--- src/rtl/waveform_pkg.sv ---
// Shared types and default line timings for the multi-channel NeoPixel waveform generator.
package waveform_pkg;

  typedef enum logic [1:0] {
    ST_IDLE = 2'd0,
    ST_HIGH = 2'd1,
    ST_LOW  = 2'd2,
    ST_RST  = 2'd3
  } wave_state_e;

  // Phase lengths in cycles of a 50 MHz clock
  localparam int DEF_T0H = 20;
  localparam int DEF_T0L = 43;
  localparam int DEF_T1H = 40;
  localparam int DEF_T1L = 23;
  localparam int DEF_RST = 2500;

endpackage

--- src/rtl/waveform_chan.sv ---
// One output channel: captures a pixel word with a timing snapshot and serialises it
// MSB first as HIGH/LOW phase pairs, followed by a latch gap after a last word.
module waveform_chan
  import waveform_pkg::*;
#(
  parameter int DW = 24,
  parameter int TW = 8,
  parameter int RW = 16
) (
  input  logic          clk_i,
  input  logic          rst_i,
  input  logic          word_vld_i,
  input  logic [DW-1:0] word_data_i,
  input  logic          word_last_i,
  output logic          word_rdy_o,
  input  logic [TW-1:0] reg_t0h_time_i,
  input  logic [TW-1:0] reg_t0l_time_i,
  input  logic [TW-1:0] reg_t1h_time_i,
  input  logic [TW-1:0] reg_t1l_time_i,
  input  logic [RW-1:0] reg_rst_time_i,
  output logic          busy_o,
  output logic          code_o
);

  localparam int BW = (DW > 1) ? $clog2(DW) : 1;

  wave_state_e   state_q, state_d;
  logic [DW-1:0] sreg_q, sreg_d;
  logic [BW-1:0] bidx_q, bidx_d;
  logic [TW-1:0] cnt_q, cnt_d;
  logic [RW-1:0] rcnt_q, rcnt_d;
  logic          last_q;
  logic [TW-1:0] t0h_q, t0l_q, t1h_q, t1l_q;
  logic [RW-1:0] trst_q;
  logic [TW-1:0] h_lim, l_lim;
  logic [RW-1:0] r_lim;
  logic          h_done, l_done, r_done;
  logic          acc;

  // A programmed zero behaves as a one-cycle phase
  always_comb begin
    h_lim = sreg_q[DW-1] ? t1h_q : t0h_q;
    l_lim = sreg_q[DW-1] ? t1l_q : t0l_q;
    r_lim = trst_q;
    if (h_lim == '0) h_lim = TW'(1);
    if (l_lim == '0) l_lim = TW'(1);
    if (r_lim == '0) r_lim = RW'(1);
  end

  assign h_done = (cnt_q >= h_lim);
  assign l_done = (cnt_q >= l_lim);
  assign r_done = (rcnt_q >= r_lim);

  // Ready in the final LOW cycle of a non-last word lets the next word chain seamlessly
  assign word_rdy_o = !rst_i &&
                      ((state_q == ST_IDLE) ||
                       ((state_q == ST_LOW) && l_done && (bidx_q == '0) && !last_q));
  assign acc    = word_vld_i && word_rdy_o;
  assign busy_o = (state_q != ST_IDLE);

  always_comb begin
    state_d = state_q;
    sreg_d  = sreg_q;
    bidx_d  = bidx_q;
    cnt_d   = cnt_q;
    rcnt_d  = rcnt_q;
    unique case (state_q)
      ST_IDLE: ;
      ST_HIGH: begin
        cnt_d = cnt_q + 1'b1;
        if (h_done) begin
          state_d = ST_LOW;
          cnt_d   = TW'(1);
        end
      end
      ST_LOW: begin
        cnt_d = cnt_q + 1'b1;
        if (l_done) begin
          if (bidx_q != '0) begin
            state_d = ST_HIGH;
            sreg_d  = {sreg_q[DW-2:0], 1'b0};
            bidx_d  = bidx_q - 1'b1;
            cnt_d   = TW'(1);
          end else if (last_q) begin
            state_d = ST_RST;
            cnt_d   = '0;
            rcnt_d  = RW'(1);
          end else begin
            state_d = ST_IDLE;
            cnt_d   = '0;
          end
        end
      end
      ST_RST: begin
        rcnt_d = rcnt_q + 1'b1;
        if (r_done) begin
          state_d = ST_IDLE;
          rcnt_d  = '0;
        end
      end
      default: state_d = ST_IDLE;
    endcase
    if (acc) begin
      state_d = ST_HIGH;
      sreg_d  = word_data_i;
      bidx_d  = BW'(DW-1);
      cnt_d   = TW'(1);
      rcnt_d  = '0;
    end
  end

  always_ff @(posedge clk_i) begin
    if (rst_i) begin
      state_q <= ST_IDLE;
      sreg_q  <= '0;
      bidx_q  <= '0;
      cnt_q   <= '0;
      rcnt_q  <= '0;
      last_q  <= 1'b0;
      t0h_q   <= '0;
      t0l_q   <= '0;
      t1h_q   <= '0;
      t1l_q   <= '0;
      trst_q  <= '0;
      code_o  <= 1'b0;
    end else begin
      state_q <= state_d;
      sreg_q  <= sreg_d;
      bidx_q  <= bidx_d;
      cnt_q   <= cnt_d;
      rcnt_q  <= rcnt_d;
      code_o  <= (state_d == ST_HIGH);
      if (acc) begin
        last_q <= word_last_i;
        t0h_q  <= reg_t0h_time_i;
        t0l_q  <= reg_t0l_time_i;
        t1h_q  <= reg_t1h_time_i;
        t1l_q  <= reg_t1l_time_i;
        trst_q <= reg_rst_time_i;
      end
    end
  end

endmodule

--- src/rtl/waveform_gen_mc.sv ---
// Multi-channel NeoPixel waveform generator: CH_NUM independent serialisers sharing
// one set of timing registers.
module waveform_gen_mc
  import waveform_pkg::*;
#(
  parameter int CH_NUM = 4,
  parameter int DW     = 24,
  parameter int TW     = 8,
  parameter int RW     = 16
) (
  input  logic                       clk_i,
  input  logic                       rst_i,
  input  logic [CH_NUM-1:0]          word_vld_i,
  input  logic [CH_NUM-1:0][DW-1:0]  word_data_i,
  input  logic [CH_NUM-1:0]          word_last_i,
  output logic [CH_NUM-1:0]          word_rdy_o,
  input  logic [TW-1:0]              reg_t0h_time_i,
  input  logic [TW-1:0]              reg_t0l_time_i,
  input  logic [TW-1:0]              reg_t1h_time_i,
  input  logic [TW-1:0]              reg_t1l_time_i,
  input  logic [RW-1:0]              reg_rst_time_i,
  output logic [CH_NUM-1:0]          busy_o,
  output logic [CH_NUM-1:0]          code_o
);

  for (genvar i = 0; i < CH_NUM; i++) begin : g_ch
    waveform_chan #(
      .DW (DW),
      .TW (TW),
      .RW (RW)
    ) u_chan (
      .clk_i          (clk_i),
      .rst_i          (rst_i),
      .word_vld_i     (word_vld_i[i]),
      .word_data_i    (word_data_i[i]),
      .word_last_i    (word_last_i[i]),
      .word_rdy_o     (word_rdy_o[i]),
      .reg_t0h_time_i (reg_t0h_time_i),
      .reg_t0l_time_i (reg_t0l_time_i),
      .reg_t1h_time_i (reg_t1h_time_i),
      .reg_t1l_time_i (reg_t1l_time_i),
      .reg_rst_time_i (reg_rst_time_i),
      .busy_o         (busy_o[i]),
      .code_o         (code_o[i])
    );
  end

endmodule

--- config.mk ---
export PLATFORM = sky130hd
export DESIGN_NAME = waveform_gen_mc
export DESIGN_NICKNAME = d
export VERILOG_FILES = /design/src/rtl/waveform_pkg.sv /design/src/rtl/waveform_chan.sv /design/src/rtl/waveform_gen_mc.sv
export SDC_FILE = /design/constraint.sdc
export NUM_CORES = 1
export LEC_CHECK = 0
export ABC_AREA = 1
export ABC_CLOCK_PERIOD_IN_PS = 2750
export BUFFER_PORTS_ARGS = -buffer_cell sky130_fd_sc_hd__buf_2
export CORE_MARGIN = 4
export CORE_UTILIZATION = 30
export DETAILED_ROUTE_END_ITERATION = 7
export SYNTH_ARGS = -nofsm -noshare
export SYNTH_HDL_FRONTEND = slang
export SYNTH_HIERARCHICAL = 1
export SYNTH_SLANG_ARGS = --single-unit
--- constraint.sdc ---
create_clock -name clk_i -period 2.75 [get_ports clk_i]
set_input_delay 0.1375 -clock clk_i [delete_from_list [all_inputs] [get_ports clk_i]]
set_output_delay 0.1375 -clock clk_i [all_outputs]
set_load 0.05 [all_outputs]
# --- Yosys cells after proc, flatten, opt, wreduce, memory -nomap -nowiden ---
# Index checks and enable logic that the tools add are counted.
classes:
  n_addsub: 12
  magnitude_cmp: 12
  eq_ne: 28
  muxes: 120
  reduce_logical: 97
ops:
  columns: ["cell", "n"]
  rows:
  - ["24-bit 2-to-1 mux", 16]
  - ["16-bit 2-to-1 mux", 20]
  - ["8-bit 2-to-1 mux", 24]
  - ["16-bit case mux with 2 select lines", 4]
  - ["5-bit 2-to-1 mux", 16]
  - ["16-bit by 1-bit adder with 16-bit output, second input constant", 4]
  - ["16-bit >= comparator", 4]
  - ["8-bit >= comparator", 8]
  - ["16-bit logical NOT", 4]
  - ["8-bit logical NOT", 8]
  - ["8-bit case mux with 2 select lines", 4]
  - ["2-bit 2-to-1 mux", 24]
  - ["2-bit nonzero test", 24]
  - ["8-bit by 1-bit adder with 8-bit output, second input constant", 4]
  - ["2-bit case mux with 3 select lines", 4]
  - ["3-bit AND reduction", 8]
  - ["1-bit logical AND", 20]
  - ["5-bit logical NOT", 4]
  - ["5-bit nonzero test", 4]
  - ["5-bit by 1-bit subtractor with 5-bit output, second input constant", 4]
  - ["2-bit by 1-bit == test with 1-bit output, second input constant", 8]
  - ["2-bit == test, second input constant", 8]
  - ["2-bit by 1-bit inequality test with 1-bit output, second input constant", 8]
  - ["4-bit AND reduction", 4]
  - ["7 further kinds", 33]
totals:
  reg_bits: 420
  input_bits: 154
  out_inout_bits: 12
  word_cells: 325

# --- Logic depth before layout (Yosys ltp) ---
# Gate-level depths: netlist (run 1).
depth:
  ltp_word: 12
  depth_mapped: 21
  ltp_nobuf: 21

# --- By module ---
# The synthesis (run 1) kept the hierarchy.
by_module_without_submodules:
  columns: ["module", "instances", "cells_each", "area_per_inst_um2", "seq_area_each_um2"]
  rows:
  - ["waveform_chan at g_ch[0].u_chan ...", 2, 834, 5719.2, 2102.0]
  - ["waveform_chan at g_ch[1].u_chan", 1, 871, 6010.8, 2102.0]
  - ["waveform_chan at g_ch[3].u_chan", 1, 843, 5814.3, 2102.0]

# --- Worst setup path before layout (run 1) ---
# No wires, ideal clock.
synth_path:
  path_kind: "register to register"
  startpoint: "register g_ch[0].u_chan.sreg_q[23]"
  endpoint: "register g_ch[0].u_chan.t0h_q[1]"
  setup_time_ns: 0.060
  t_arrival_ns: 2.418
  required_time_ns: 2.690
  slack_ns: 0.272
  path_stages_with_launch: 17
  path_buffers: 2
  period_less_slack_ns: 2.478
  cell_sequence: "dfxtp_1 > clkbuf_1 > o21ai_0 > nand4_1 > o221ai_1 > ha_1 > nand2_1 > nand3_1 > nand2_1 > nand2_1 > nand2_1 > nand2_2 > nand3_2 > a21oi_2 > buf_2 > nand3_1 > nand2_1"
synth_via:
  elab_chain_cells: 10
synth_lines:
  columns: ["item", "line", "source"]
  rows:
  - ["start: declaration", "waveform_chan.sv:28", "logic [DW-1:0] sreg_q, sreg_d;"]
  - ["start signal: assignment", "waveform_chan.sv:128", "sreg_q <= sreg_d;"]
  - ["8-bit 2-to-1 mux (*)", "waveform_chan.sv:43", "l_lim = sreg_q[DW-1] ? t1l_q : t0l_q;"]
  - ["8-bit logical NOT", "waveform_chan.sv:46", "if (l_lim == '0) l_lim = TW'(1);"]
  - ["8-bit 2-to-1 mux (*)", "waveform_chan.sv:46", null]
  - ["8-bit >= comparator (*)", "waveform_chan.sv:51", "assign l_done = (cnt_q >= l_lim);"]
  - ["1-bit logical AND (*) (3 in series)", "waveform_chan.sv:57", "((state_q == ST_LOW) && l_done && (bidx_q == '0) && !last_q));"]
  - ["1-bit logical OR (*)", "waveform_chan.sv:56", "((state_q == ST_IDLE) ||"]
  - ["1-bit logical AND (*)", "waveform_chan.sv:55", "assign word_rdy_o = !rst_i &&"]
  - ["via word_rdy_o[0]", "waveform_gen_mc.sv:16", "output logic [CH_NUM-1:0] word_rdy_o,"]
  - ["1-bit logical AND (*)", "waveform_chan.sv:58", "assign acc = word_vld_i && word_rdy_o;"]
  - ["end signal: assignment", "waveform_chan.sv:135", "t0h_q <= reg_t0h_time_i;"]
  - ["end: declaration", "waveform_chan.sv:33", "logic [TW-1:0] t0h_q, t0l_q, t1h_q, t1l_q;"]
# The timed path passes the listed nets; every way through them passes the cells marked *.
# A chain may end at the register's enable or synchronous reset.

# --- Final worst setup path (run 1) ---
layout_path:
  startpoint: "register g_ch[3].u_chan.sreg_q[23]"
  endpoint: "output port word_rdy_o[3]"
layout_via:
  elab_chain_cells: 9
layout_lines:
  columns: ["item", "line"]
  rows:
  - ["start: declaration", "waveform_chan.sv:28"]
  - ["start signal: assignment", "waveform_chan.sv:128"]
  - ["8-bit 2-to-1 mux (*)", "waveform_chan.sv:43"]
  - ["8-bit logical NOT", "waveform_chan.sv:46"]
  - ["8-bit 2-to-1 mux (*)", "waveform_chan.sv:46"]
  - ["8-bit >= comparator (*)", "waveform_chan.sv:51"]
  - ["1-bit logical AND (*) (3 in series)", "waveform_chan.sv:57"]
  - ["1-bit logical OR (*)", "waveform_chan.sv:56"]
  - ["1-bit logical AND (*)", "waveform_chan.sv:55"]
  - ["end: declaration", "waveform_gen_mc.sv:16"]
# Every way passes the cells marked *; elsewhere a longest branch is shown, timed or not.

==> run_results.csv, run 1 <==
group,metric,value,unit
timing,slew_headroom,0.5335,
status,violations,"setup timing",
layout,area_delta_synth_final,35.95,%
logic_synthesis,async_flop_share,0,
placed_design,io_buffers,165,
die,initial_utilization,0.3043,
logic_synthesis,yosysTopAreaCellShare,0.3614,
layout,finalNetCount,4111,
job,drv_cap,0,
placed_design,place.gp.congestion,0.8741,
critical_path,crit_path_start_kind,"register",
critical_path,slowest_stage,"dfxtp_4",
cts,clkSinkCount,420,
logic_synthesis,syn-cell-area,23260,sq um
routing,drt_first_pass_iters,5,
cts,cts_root_buf,"clkbuf_16",
logic_synthesis,syn_nets,3696,
power,power_density,584.0,nW/um^2
timing,setup_slack,-211.5,ps
timing,max_freq,337.7,MHz
timing,worst_slew_pin_slew,698.7,ps
global_route,antenna_found_initial,4,
global_route,grt_busiest_layer,"met2",
timing,rsz0062_at_grt,"true",
logic_synthesis,yosys.area.top_type,"dfxtp_1",
routing,first_iter_violations,1690,
placed_design,dpl_cell_area,25790,sq um
critical_path,crit_buf_inv,3,
routing,vias_per_cell,4.808,
global_route,grt_start_max_net_pins,52,
die,die_w,286.5,um
logic_synthesis,synthDistinctLibCells,42,
logic_synthesis,yosys-top-cells-count,"nand2_1 (903), dfxtp_1 (420), nand3_1 (416), inv_1 (390), nor2_1 (247)",
routing,wl_per_cell,15.67,um
die,die_h,286.5,um
timing,fin_crit_sh,1.077,
placed_design,pre_cts_ws,-50.00,ps
layout,final_area,31630,sq um
logic_synthesis,synth_edf_count,0,
timing,clock_skew,29.47,ps
global_route,grt_util_all_layers,0.1674,
layout,drive_above_1_share,0.1900,
logic_synthesis,synth_area_leaders,"dfxtp_1 (36%), nand2_1 (15%), nand3_1 (8.9%)",
global_route,grtUsageMet3,0.02470,
routing,drc,0,
logic_synthesis,synth_seq_area_share,0.3614,
logic_synthesis,ys_warn_count,6,
cts,h-tree-depth,2,
logic_synthesis,synth_most_common_cell,"nand2_1",
critical_path,arrival,2820,ps
cts,clk_pin_slew,60,ps
critical_path,critical_path_class,"register to output pin",
cts,cts.path.max_buffers,3,
routing,ant_nets,0,
cts,cts_buffers,50,
die,io_pins,166,
global_route,gr-total-overflow,0,
timing,final_period_minus_worst_setup_slack,2962,ps
cts,cts_tree,"built",
power,peakVddDrop,447.9,uV
critical_path,critPathCaptureType,"output pin",
routing,wirelength,76.26,mm
critical_path,critical-path-top-delay-family,"simple AND/OR/NAND/NOR gates",
logic_synthesis,ys_ff_latch,420,
critical_path,crit_fanout,6,
timing,tns,-7281,ps
layout,n_fill_cell,7785,
cts,clk_latency,620,ps
timing,setup_viol,103,
logic_synthesis,synthFlopType,"dfxtp_1",
critical_path,slowest_delay,440,ps
status,status,"complete, but fails checks",
logic_synthesis,syn_inst,3382,
routing,vias,23400,
critical_path,path_cells,"buf_12 > nand2_4 > o21ai_4 > nand4_1 > o221ai_2 > ha_1 > nand2_1 > nand3_1 > nand2_1 > nand2_1 > nand2_2 > nand2_4 > nand3_4 > a21oi_4 > buf_12 > buf_12",
hold_path,min_path_type,"primary input to register",
global_route,use_met2,0.2749,
power,static-leakage-power,14.26,nW
logic_synthesis,synth.avg_cell_area,6.879,sq um
timing,final_hold_viol_count,0,
placed_design,dpl.hpwl,48.45,mm
critical_path,r2r_slack,-160,ps
die,rows,101,
global_route,grt_pass1_wl,113.4,mm
timing,drv_slew,0,
die,fp.coreArea,76450,sq um
global_route,grt_pass1_vias,21490,
critical_path,required,2610,ps
die,fp.dieArea,82070,sq um
global_route,use_met1,0.2324,
sequential cells by signal (all words and copies together), names as in the netlist:
register / cells
g_ch.u_chan/last_q: 4
g_ch.u_chan/state_q: 8
g_ch.u_chan/rcnt_q: 64
g_ch.u_chan/t0h_q: 32
g_ch.u_chan/trst_q: 64
g_ch.u_chan/code_o: 4
g_ch.u_chan/t1h_q: 32
g_ch.u_chan/t1l_q: 32
g_ch.u_chan/cnt_q: 32
g_ch.u_chan/sreg_q: 96
g_ch.u_chan/bidx_q: 20
g_ch.u_chan/t0l_q: 32
cell usage in the layout (no fill, tap or decap), drive strengths merged:
master | Yosys | layout
a21oi | 146 | 146
clkinvlp | 0 | 5
clkbuf | 58 | 89
nand3 | 425 | 425
o21ai | 234 | 234
nand2 | 921 | 923
a31o | 3 | 3
diode | 0 | 2
buf | 100 | 347
bufinv | 0 | 8
o221ai | 8 | 8
o31ai | 1 | 1
o21a | 3 | 3
o21bai | 2 | 2
inv | 401 | 402
a21o | 5 | 5
or2 | 1 | 1
nor3b | 2 | 2
dfxtp | 420 | 420
nor3 | 46 | 46
clkinv | 2 | 12
nand4 | 110 | 110
nor2 | 258 | 258
o41ai | 4 | 4
xor2 | 57 | 57
xnor2 | 8 | 8
dlygate4sd3 | 0 | 150
nand3b | 5 | 5
ha | 160 | 160
and2 | 2 | 2
layout make-up:
| type | count | area [sq um] | share of cell area |
|---|---|---|---|
| multi-input combinational | 2403 | 13580 | 0.4295 |
| clock inverter | 24 | 355.3 | 0.01124 |
| antenna | 2 | 5.005 | 0.0001582 |
| sequential | 420 | 8423 | 0.2663 |
| timing repair buffer | 519 | 5010 | 0.1584 |
| clock buffer | 67 | 1426 | 0.04510 |
| inverter | 403 | 1535 | 0.04854 |
| tap | 1030 | 1289 | 0.04075 |
where the power goes:
part	switching [W]	total [W]	internal, W
Combinational	0.00256	0.00444	0.00187
Sequential	0.000261	0.00683	0.00657
Clock	0.00281	0.00721	0.00440
cell families (layout without fill, tap and decap cells):
group / after synthesis / count (layout) / share of synthesized area
xor gates and xnor gates: 65 / 65 / 0.02447
other: 0 / 2 / 0
AOI/OAI and AO/OA: 406 / 406 / 0.09520
DFF: 420 / 420 / 0.3614
and+or+nand+nor: 1770 / 1772 / 0.3328
adders and majority gates: 160 / 160 / 0.08605
buffers and inverters: 561 / 1013 / 0.1001
final timing paths:
kind                                          startpoint                                      to  cells past startpoint
hold reg to reg     g_ch[0].u_chan/t0h_q[5]$_SDFFE_PP0N_    g_ch[0].u_chan/t0h_q[5]$_SDFFE_PP0N_                      2
hold / removal                                     rst_i    g_ch[0].u_chan/state_q[1]$_SDFF_PP0_                      2
setup / recovery  g_ch[3].u_chan/sreg_q[23]$_SDFFE_PP0P_                           word_rdy_o[3]                     16
setup reg to reg  g_ch[3].u_chan/sreg_q[23]$_SDFFE_PP0P_  g_ch[3].u_chan/rcnt_q[14]$_SDFFE_PP0P_                     21
repair_timing:
item | 4_1_cts | 5_1_grt
resized for setup | 125 | 309
endpoints found under the setup margin | 65 | 400
pin swaps | 28 | 61
hold buffers | 150 | 0
setup buffers | 19 | 43
cloned | 5 | 33
endpoints found under the hold margin | 295 | 0
layer usage:
layer,part of all wire,vias to the layer above
met5,0.00017,-
met1,0.46,10940
met2,0.46,515
met3,0.051,103
li1,-,11850
met4,0.021,2
per-stage QoR:
stage	hold slack, ps	power, W	std cells	utilization
6_report	34.18	0.01847	4868	0.4137
5_1_grt	40.36	0.01945	4866	0.4136
4_1_cts	13.23	0.01803	4792	0.3887
3_5_place_dp	364.1	0.01033	4527	0.3373
3_3_place_gp	358.2	0.01028	4527	0.3373
2_1_floorplan	272.4	0.009178	3382	-
worst reg2reg max path, delay by kind of cell, from the launching register on:
family	cells	cell delay, ps
flops	1	440
simple gates	10	830
buf+inv	6	780
fa+ha+maj	1	270
compound gates	4	510
Power figures use the tool's default switching activity.
==> run 2, diff against run 1 <==
Settings changed: SETUP_SLACK_MARGIN set to 0.05.
==> run 2 against run 1 <==
- the flow still finishes with violations (setup timing)
- setup slack improved by 11 ps
- cell count about the same
- core utilization up 0.064 points
- design area rose by 0.15%
- sequential power hardly changed
- via count shrank 0.64%
- combinational power is 2% higher
- first-iteration DRC count is 6.3% lower
- non-clock buffer count decreased by 1
- critical path depth down 3
- sequential cell count is the same
- total power grew 0.51%
- critical endpoint unchanged
- largest cell class unchanged
- highest routed layer unchanged
==> run_results.csv, run 2 (synthesis results as in run 1) <==
group,metric,value,unit
layout,n_fill_cell,7776,
critical_path,r2r_slack,-100,ps
layout,largest_reg_flops,96,
layout,layout_commonest_cell,"nand2_1",
cts,cts_tree,"built",
timing,max_freq,338.9,MHz
placed_design,dpl.hpwl,48.45,mm
routing,ant_nets,0,
cts,clk_latency,620,ps
power,power.switching,0.005672,W
critical_path,critPathCaptureType,"output pin",
critical_path,critical_path_class,"register to output pin",
power,combPwrFrac,0.244,
die,fp.coreArea,76450,sq um
timing,final_period_minus_worst_setup_slack,2951,ps
routing,wl_per_cell,15.49,um
status,violations,"setup timing",
placed_design,io_buffers,165,
die,fp.dieArea,82070,sq um
cts,clk_pin_slew,60,ps
power,p_int,0.01289,W
die,initial_utilization,0.3043,
timing,whs,43.81,ps
layout,regArea,8423,sq um
placed_design,place.gp.congestion,0.8741,
routing,drc,0,
layout,top_regs,"g_ch.u_chan/sreg_q x96, g_ch.u_chan/rcnt_q x64, g_ch.u_chan/trst_q x64",
timing,final_hold_viol_count,0,
cts,cts_root_buf,"clkbuf_16",
cts,cts.path.max_buffers,3,
layout,area_delta_synth_final,36.16,%
power,p_sw_frac,0.3055,
placed_design,post-place-cells,4527,
power,static-leakage-power,14.25,nW
timing,rsz0062_at_grt,"true",
critical_path,crit_fanout,6,
status,status,"complete, but fails checks",
timing,slew_headroom,0.5313,
layout,regMostFlops,"g_ch.u_chan/sreg_q",
layout,final_cell_mix,"nand2_1 (850), dfxtp_1 (416), nand3_1 (394), inv_1 (383), nor2_1 (234)",
die,die_h,286.5,um
timing,fin_crit_sh,1.073,
routing,drt_first_pass_iters,5,
power,power_density,586.1,nW/um^2
global_route,antenna_found_initial,4,
die,die_w,286.5,um
hold_path,whs_endpoint,"g_ch[0].u_chan/state_q[1]$_SDFF_PP0_",
layout,drive_above_1_share,0.1920,
job,drv_cap,0,
hold_path,hp-start,"rst_i",
cts,h-tree-depth,2,
routing,vias_per_cell,4.779,
routing,first_iter_violations,1584,
die,rows,101,
timing,setup_viol,44,
critical_path,crit_path_start_kind,"register",
routing,wirelength,75.35,mm
timing,worst_slew_pin_slew,702.0,ps
critical_path,rr_worst_depth,21,
global_route,grt_util_all_layers,0.1674,
timing,setup_slack,-200.7,ps
layout,final_util,0.4143,
power,peakVddDrop,463.3,uV
timing,clock_skew,29.94,ps
power,seq_power_share,0.368,
timing,drv_slew,0,
layout,instances_no_fill,4866,
cts,clkSinkCount,420,
routing,vias,23250,
critical_path,reg2reg_to,"g_ch[2].u_chan/sreg_q[10]$_SDFFE_PP0P_",
power,p_clk_frac,0.388,
global_route,grt_pass1_vias,21480,
critical_path,reg2reg_from,"g_ch[2].u_chan/sreg_q[23]$_SDFFE_PP0P_",
global_route,grt_start_max_net_pins,52,
critical_path,required,2610,ps
cts,cts_buffers,50,
global_route,gr-total-overflow,0,
layout,multi_input_area,13650,sq um
layout,finalNetCount,4109,
global_route,grt_pass1_wl,113.4,mm
hold_path,hold_path_depth,2,
hold_path,min_path_type,"primary input to register",
critical_path,arrival,2810,ps
die,io_pins,166,
[run 2: stage by stage]
step | setup slack, ps | cell area [sq um] | total power [W] | TNS, ps
finish | -200.7 | 31680 | 0.01857 | -1487
global route | -364.2 | 31670 | 0.01955 | -27380
CTS | -164.7 | 29750 | 0.01806 | -456.0
detailed placement | -50.00 | 25790 | 0.01033 | -543.0
global placement | -21.63 | 25790 | 0.01028 | -21.63
floorplan | 272.3 | 23260 | 0.009178 | 0
[run 2: how the worst max path moves through the flow]
stage                                                 startpoint  cells past startpoint                                     end  slack [ps]
after detailed placement  g_ch[3].u_chan/sreg_q[23]$_SDFFE_PP0P_                     17  g_ch[3].u_chan/trst_q[10]$_SDFFE_PP0N_         -50
after global routing      g_ch[2].u_chan/sreg_q[23]$_SDFFE_PP0P_                     14                           word_rdy_o[2]        -360
final                     g_ch[3].u_chan/sreg_q[23]$_SDFFE_PP0P_                     13                           word_rdy_o[3]        -200
after CTS                 g_ch[2].u_chan/sreg_q[23]$_SDFFE_PP0P_                     15                           word_rdy_o[2]        -160
after global placement    g_ch[2].u_chan/sreg_q[23]$_SDFFE_PP0P_                     18    g_ch[2].u_chan/cnt_q[7]$_SDFFE_PP0P_         -20
after floorplan           g_ch[0].u_chan/sreg_q[23]$_SDFFE_PP0P_                     16    g_ch[0].u_chan/t0h_q[1]$_SDFFE_PP0N_         270
[run 2: cell type report]
cell class / count / share of cell area
inverters: 403 / 0.04831
flip-flops and latches: 420 / 0.2659
clock inverters: 24 / 0.01122
well taps: 1030 / 0.04069
repair buffers: 518 / 0.1579
clock buffers: 67 / 0.04503
multi-input cells: 2402 / 0.4308
diodes: 2 / 0.0001580
[run 2: power groups by stage]
stage / logic (W) / registers (W) / clock network [W]
after floorplan: 0.00230 / 0.00688 / 0
after global placement: 0.00337 / 0.00691 / 0
after detailed placement: 0.00341 / 0.00692 / 0
after CTS: 0.00386 / 0.00681 / 0.00739
after global routing: 0.00504 / 0.00688 / 0.00763
final: 0.00453 / 0.00683 / 0.00720
[run 2: per-layer routing]
layer / wire length, um / track usage / part of all wire
met3: 3885 / 0.02470 / 0.052
met2: 34710 / 0.2749 / 0.46
met4: 1502 / 0.03837 / 0.020
met5: 13 / 0 / 0.00017
met1: 35240 / 0.2324 / 0.47
[run 2: worst max-delay path, stage by stage, from the launching register on]
cell	delay, ps
dfxtp_4	390
buf_12	160
nand2_4	60
o21ai_4	60
buf_4	130
buf_4	120
ha_1	280
a21oi_1	80
o21a_2	240
nand2_4	100
nand3_4	80
a21oi_4	190
buf_12	160
buf_12	140
[run 2: timing repair]
action                                  4_1_cts  5_1_grt
endpoints found under the setup margin      158      418
pin swaps                                    31       69
hold buffers                                150        0
resized for setup                           137      303
gates cloned                                  5       29
hold endpoints to repair                    295        0
buffers inserted                             19       44
